[src/rtl/timer_nch.sv]
// Multi-channel programmable down-counter timer: per-channel one-shot, periodic
// or square-wave mode, sticky terminal status and one combined maskable interrupt.
module timer_nch #(
  parameter int NCH   = 4,
  parameter int WIDTH = 32,
  localparam int CW   = (NCH > 1) ? $clog2(NCH) : 1
) (
  input  logic             clk,
  input  logic             rst,
  input  logic [NCH-1:0]   tick,
  input  logic             we,
  input  logic [1:0]       reg_sel,
  input  logic [CW-1:0]    ch,
  input  logic [WIDTH-1:0] wdata,
  output logic [WIDTH-1:0] rdata,
  output logic [NCH-1:0]   out,
  output logic             irq
);
  typedef enum logic [1:0] {
    MODE_STOP     = 2'b00,
    MODE_ONESHOT  = 2'b01,
    MODE_PERIODIC = 2'b10,
    MODE_SQUARE   = 2'b11
  } mode_t;

  logic [WIDTH-1:0] load_val  [NCH];
  logic [WIDTH-1:0] count_val [NCH];
  mode_t            mode_val  [NCH];
  logic [NCH-1:0]   irq_en;
  logic [NCH-1:0]   running;
  logic [NCH-1:0]   status;
  logic [NCH-1:0]   load_wr;
  logic [NCH-1:0]   ctrl_wr;
  logic [NCH-1:0]   clr_mask;
  logic [WIDTH-1:0] status_rd;
  logic             ch_ok;

  assign ch_ok = int'(ch) < NCH;

  // NCH may exceed WIDTH (e.g. 16 channels on an 8-bit bus), so the status
  // bits are fitted to the data width in both directions.
  if (NCH <= WIDTH) begin : g_narrow
    assign clr_mask  = wdata[NCH-1:0];
    assign status_rd = WIDTH'(status);
  end else begin : g_wide
    assign clr_mask  = {{(NCH-WIDTH){1'b0}}, wdata};
    assign status_rd = status[WIDTH-1:0];
  end

  always_comb begin
    load_wr = '0;
    ctrl_wr = '0;
    for (int i = 0; i < NCH; i++) begin
      load_wr[i] = we && ch_ok && (int'(ch) == i) && (reg_sel == 2'd0);
      ctrl_wr[i] = we && ch_ok && (int'(ch) == i) && (reg_sel == 2'd1);
    end
  end

  // A register write to a channel swallows that channel's tick in the same
  // cycle; a terminal event beats a simultaneous status clear.
  always_ff @(posedge clk) begin
    if (rst) begin
      for (int i = 0; i < NCH; i++) begin
        load_val[i]  <= '0;
        count_val[i] <= '0;
        mode_val[i]  <= MODE_STOP;
      end
      irq_en  <= '0;
      running <= '0;
      status  <= '0;
      out     <= '0;
    end else begin
      for (int i = 0; i < NCH; i++) begin
        if (load_wr[i]) begin
          load_val[i]  <= wdata;
          count_val[i] <= wdata;
          out[i]       <= 1'b0;
          running[i]   <= (mode_val[i] != MODE_STOP);
        end else if (ctrl_wr[i]) begin
          mode_val[i] <= mode_t'(wdata[1:0]);
          irq_en[i]   <= wdata[2];
          out[i]      <= 1'b0;
          running[i]  <= (wdata[1:0] != 2'b00);
        end else begin
          if (mode_val[i] == MODE_PERIODIC) out[i] <= 1'b0;
          if (tick[i] && running[i]) begin
            if (count_val[i] != '0) begin
              count_val[i] <= count_val[i] - WIDTH'(1);
            end else begin
              case (mode_val[i])
                MODE_ONESHOT: begin
                  running[i] <= 1'b0;
                  out[i]     <= 1'b1;
                end
                MODE_PERIODIC: begin
                  count_val[i] <= load_val[i];
                  out[i]       <= 1'b1;
                end
                MODE_SQUARE: begin
                  count_val[i] <= load_val[i];
                  out[i]       <= ~out[i];
                end
                default: running[i] <= 1'b0;
              endcase
            end
          end
        end
        if (we && (reg_sel == 2'd2) && clr_mask[i]) status[i] <= 1'b0;
        if (!load_wr[i] && !ctrl_wr[i] && tick[i] && running[i] && (count_val[i] == '0))
          status[i] <= 1'b1;
      end
    end
  end

  always_comb begin
    rdata = '0;
    case (reg_sel)
      2'd0: begin
        for (int i = 0; i < NCH; i++)
          if (ch_ok && (int'(ch) == i)) rdata = count_val[i];
      end
      2'd1: begin
        for (int i = 0; i < NCH; i++)
          if (ch_ok && (int'(ch) == i)) rdata = WIDTH'({irq_en[i], mode_val[i]});
      end
      2'd2:    rdata = status_rd;
      default: rdata = '0;
    endcase
  end

  assign irq = |(status & irq_en);

endmodule

[config.mk]
export PLATFORM = sky130hd
export DESIGN_NAME = timer_nch
export DESIGN_NICKNAME = d
export VERILOG_FILES = /design/src/rtl/timer_nch.sv
export SDC_FILE = /design/constraint.sdc
export NUM_CORES = 1
export LEC_CHECK = 0
export CAP_MARGIN = 20
export CORE_ASPECT_RATIO = 2
export CORE_MARGIN = 5
export CORE_UTILIZATION = 60
export DETAILED_ROUTE_END_ITERATION = 8
export PLACE_DENSITY = 0.79
export SLEW_MARGIN = 20
export SYNTH_ARGS = -nofsm -noshare
export SYNTH_HDL_FRONTEND = slang
export SYNTH_SLANG_ARGS = --single-unit
[constraint.sdc]
create_clock -name clk -period 4.3 [get_ports clk]
set_input_delay 0.43 -clock clk [delete_from_list [all_inputs] [get_ports clk]]
set_output_delay 0.43 -clock clk [all_outputs]
set_load 0.005 [all_outputs]
# --- After elaboration in Yosys (flattened, before gate mapping) ---
# Memory sizes are Yosys's and may differ from the RTL's.
# Cells that the tools add are included.
op_classes:
  muxes: 187
  n_bitwise: 33
  n_eq_ne: 25
  add_sub_neg: 4
  n_reduce_logical: 89
ops:
  columns: ["op", "count"]
  rows:
  - ["32-bit 2-to-1 mux", 27]
  - ["1-bit 2-to-1 mux", 150]
  - ["32-bit zero test", 4]
  - ["32-bit nonzero test", 4]
  - ["32-bit by 1-bit subtractor with 32-bit output (second input constant)", 4]
  - ["32-bit one-hot mux with 3 select lines", 1]
  - ["1-bit logical AND", 37]
  - ["1-bit OR", 24]
  - ["2-bit == test (second input constant)", 11]
  - ["2-bit nonzero test", 9]
  - ["2-bit OR reduction", 8]
  - ["2-bit by 1-bit == test with 1-bit output (second input constant)", 6]
  - ["3-bit by 1-bit inequality test with 1-bit output (second input constant)", 4]
  - ["3-bit inequality test (second input constant)", 4]
  - ["3-bit AND reduction", 4]
  - ["3-bit nonzero test", 4]
  - ["3-bit OR reduction", 4]
  - ["1-bit zero test", 8]
  - ["2-bit 2-to-1 mux", 4]
  - ["1-bit inverter", 8]
  - ["1-bit one-hot mux with 2 select lines", 4]
  - ["2-bit AND reduction", 4]
  - ["4-bit bitwise AND", 1]
  - ["2-bit zero test", 2]
  - ["other kinds (2)", 2]
word_totals:
  ram_bits: 264
  word_cells: 357
  input_bits: 43
  memories: 3
  regBits: 16
memory_table:
  columns: ["name", "words", "word_bits", "rd", "rd_ports_with_merged_regs", "wr", "line", "source"]
  rows:
  - ["count_val", 4, 32, 4, 0, 4, "27", "logic [WIDTH-1:0] count_val [NCH];"]
  - ["load_val", 4, 32, 4, 0, 4, "26", "logic [WIDTH-1:0] load_val [NCH];"]
  - ["mode_val", 4, 2, 4, 0, 4, "28", "mode_t mode_val [NCH];"]

# --- Longest topological paths before layout ---
# An unclocked memory read counts as a cell.
logic_depth:
  ltp_word: 11
  mapped_depth: 11
  depth_no_buf: 8

# --- Least setup slack after synthesis ---
# Ideal clock, no wire load.
synth_timing:
  kind: "register to register"
  from: "memory count_val[3][0]"
  to: "memory count_val[3][0] (enable)"
  required_ns: 3.872
  setup_ns: 0.428
  stages_incl_launch_ff: 9
  arrival_ns: 2.904
  period_less_slack_ns: 3.332
  setup_slack_ns: 0.968
  cell_sequence: "edfxtp_1 -> inv_1 -> ha_1 -> or3b_2 -> nor3_1 -> nand4_1 -> clkbuf_1 -> nor3_2 -> o21bai_1"
synth_lines:
  columns: ["item", "line"]
  rows:
  - ["from (decl)", "27"]

==> flow_metrics.py <==
metrics = {
    "grt": {
        "grt.total_usage_pct": 33.1,
        "grt_pass1_vias": 13800,
        "grt-ovfl-total": 0,
        "antenna_found_initial": 0,
        "grt_first_pass_wirelength_um": 78900,
        "grt_start_max_net_pins": 37,
    },
    "placement": {
        "io_buffer_count": 79,
        "gp_congestion": 1.00,
        "dp.final_hpwl_um": 40100,
    },
    "detailed_routing": {
        "dr.first_iter.drc_count": 1243,
        "drc": 0,
        "vias": 13600,
        "ant_nets": 0,
        "dr.pass1.iters": 8,
        "vias_per_cell": 6.69,
        "route.detailed.wl_per_inst_um": 25.8,
        "routed_wl_um": 52700,
    },
    "clocking": {
        "cts_buffer_depth": 3,
        "clock_latency_ns": 0.55,
        "clockRootBuffer": "clkbuf_16",
        "path_clk_slew_ns": 0.06,
        "cts_hold_buf": 0,
        "cts_setup_buffers": 0,
        "cts_max_level": 1,
        "cts_tree": "yes",
        "cts_resized": 0,
        "numClockSinks": 280,
        "numCtsBuffers": 26,
    },
    "layout": {
        "fillers": 2190,
        "syn2layout_area_growth_pct": 13.1,
        "layout_common_cells": "edfxtp_1, nand2_1, nor2_1, and2_1, a21oi_1",
        "multi_input_area_um2": 8000,
        "drive_gt1_share_pct": 11.0,
        "regArea_um2": 8250,
        "mostFrequentLayoutCell": "edfxtp_1",
        "nets": 1735,
    },
    "power_and_ir_drop": {
        "switching_share_pct": 24.5,
        "leakage_nw": 6.69,
        "vdd_drop_max_v": 0.000382,
        "clkPwrFrac_pct": 38.7,
        "internal_power_mw": 4.77,
        "p_comb_share_pct": 9.7,
        "seqPwrFrac_pct": 51.6,
        "p_sw_mw": 1.55,
        "powerDensity_nw_per_um2": 334,
    },
    "yosys": {
        "synthesis.instances": 1593,
        "syn_area_um2": 16700,
        "yosysWarnings": 0,
        "syn-num-nets": 1660,
        "synth.avg_cell_area_um2": 10.5,
        "synth_edf_count": 264,
        "ys_types": 76,
        "ys_ff_latch": 280,
        "async_reset_ff_share_pct": 0,
        "yosys_most_used_dff": "edfxtp_1",
        "yosysSeqAreaShare_pct": 49.4,
    },
    "floorplanning": {
        "core_um2": 27500,
        "num_rows": 86,
        "ios": 80,
        "die_x_um": 128,
        "die_h_um": 246,
        "initial_utilization_pct": 60.6,
        "die_area_um2": 31500,
    },
    "worst_hold_path": {
        "hp-class": "flip-flop to flip-flop",
    },
    "sta": {
        "period_needed_ns": 3.52,
        "hold_slack_ns": 0.488,
        "max_freq_ghz": 0.284,
        "timing.setup.tns_ns": 0,
        "hold_violations": 0,
        "relSlewSlack_pct": 35.5,
        "worst_slew_pin_slew_ns": 0.960,
        "slew_viol_final": 0,
        "finalCritPeriodShare_pct": 81.9,
        "rsz0062_at_grt": "false",
        "setup_viol": 0,
        "fin_skew_ns": 0.0129,
    },
    "critical_path": {
        "start_kind": "flip-flop",
        "cp.arrival_ns": 3.81,
        "crit_path_end_kind": "flip-flop",
        "cp_max_fo": 18,
        "cp_data_required_time_ns": 4.59,
        "critPathKind": "flip-flop to flip-flop",
    },
    "job": {
        "cap_viol_max_count": 0,
    },
    "status": {
        "outcome": "completed",
    },
}
## metrics by stage
step	worst slack, ns	utilization (%)	std cells	area, µm²	power (mW)
6_report	0.779	68.5	2041	18900	6.31
4_1_cts	0.800	68.5	2040	18900	6.30
5_1_grt	0.665	68.5	2040	18900	6.47
2_1_floorplan	0.968	-	1593	16700	3.61
3_5_place_dp	0.806	65.3	1992	18000	3.90
3_3_place_gp	0.872	65.3	1992	18000	3.89
## synth_stat cells, types with 4 or more instances
cell type	count	share of area, %
a211o_1	24	1.3
a211oi_1	16	0.72
a21o_1	9	0.40
a21oi_1	92	2.8
a22oi_1	6	0.27
a31oi_1	20	0.75
and2_1	127	4.8
and3_1	6	0.22
buf_1	6	0.13
buf_2	19	0.57
buf_6	4	0.27
clkbuf_1	58	1.3
dfxtp_1	16	1.9
edfxtp_1	264	47
ha_1	24	1.8
inv_1	21	0.47
mux2i_1	17	1.0
mux4_2	32	4.3
nand2_1	141	3.2
nand2b_1	15	0.56
nand3_1	37	1.1
nand3b_1	7	0.31
nand4_1	21	0.79
nand4b_1	7	0.37
nor2_1	137	3.1
nor2b_1	34	1.3
nor3_1	81	2.4
nor3b_1	6	0.27
nor4_1	29	1.1
nor4_2	5	0.37
nor4b_1	4	0.21
o211ai_1	19	0.85
o21a_1	16	0.72
o21ai_0	35	1.0
o21ai_2	11	0.58
o21bai_1	15	0.67
o22ai_1	20	0.75
or2_2	9	0.34
or3_1	20	0.75
or4_1	13	0.58
xnor2_1	43	2.3
xor2_1	55	2.9
## kinds of logic (layout without fill, tap and decap cells)
group	count (synthesis)	count (layout)	synth area share, %
adders and majority gates	24	24	1.80
DFF	280	280	49.4
other	0	1	0
xor gates and xnor gates	98	98	5.14
and+or+nand+nor	721	721	23.1
AOI/OAI and AO/OA	307	307	12.0
muxes	51	51	5.47
buffers and inverters	112	207	2.99
## worst max-delay path: stages (launching register included)
cell and delay, ns:
edfxtp_1 0.45, or4_4 0.57, or4_1 0.64, nor4_4 0.37
buf_4 0.28, o2bb2ai_2 0.42, or2_4 0.40, o21ai_0 0.13
## power groups by stage
stage / combinational, mW / clock (mW) / sequential, mW
finish: 0.611 / 2.45 / 3.25
global placement: 0.589 / 0 / 3.30
global route: 0.645 / 2.56 / 3.27
floorplan: 0.357 / 0 / 3.26
CTS: 0.601 / 2.45 / 3.25
detailed placement: 0.596 / 0 / 3.31
## flip-flops by register name (all words and copies together), names as in the netlist
| signal | cells |
|---|---|
| count_val | 128 |
| irq_en | 4 |
| load_val | 128 |
| mode_val | 8 |
| out | 4 |
| running | 4 |
| status | 4 |
## cell type report
class	instances	share of cell area (%)
clock buffer	32	3.68
tap	352	2.33
sequential	280	43.7
multi-input combinational	1201	42.4
antenna	1	0.0133
clock inverter	16	1.00
inverter	21	0.418
timing repair buffer	138	6.48
## final timing paths
check	startpoint	end	slack (ns)	cells past startpoint
max reg2reg	count_val[2][26]	count_val[2][4]	0.78	7
min	irq_en[3]	irq_en[3]	0.49	2
min reg2reg	irq_en[3]	irq_en[3]	0.49	2
max	count_val[2][26]	count_val[2][4]	0.78	7
## per-layer routing
layer  up-vias  share of wire (%)  GRT usage, %
met5         -                  0             0
li1       6083                  -             -
met1      6632                 33          36.4
met4         0                7.5          20.6
met2       736                 52          59.4
met3       195                7.4          3.91
Power figures use the tool's default switching activity.
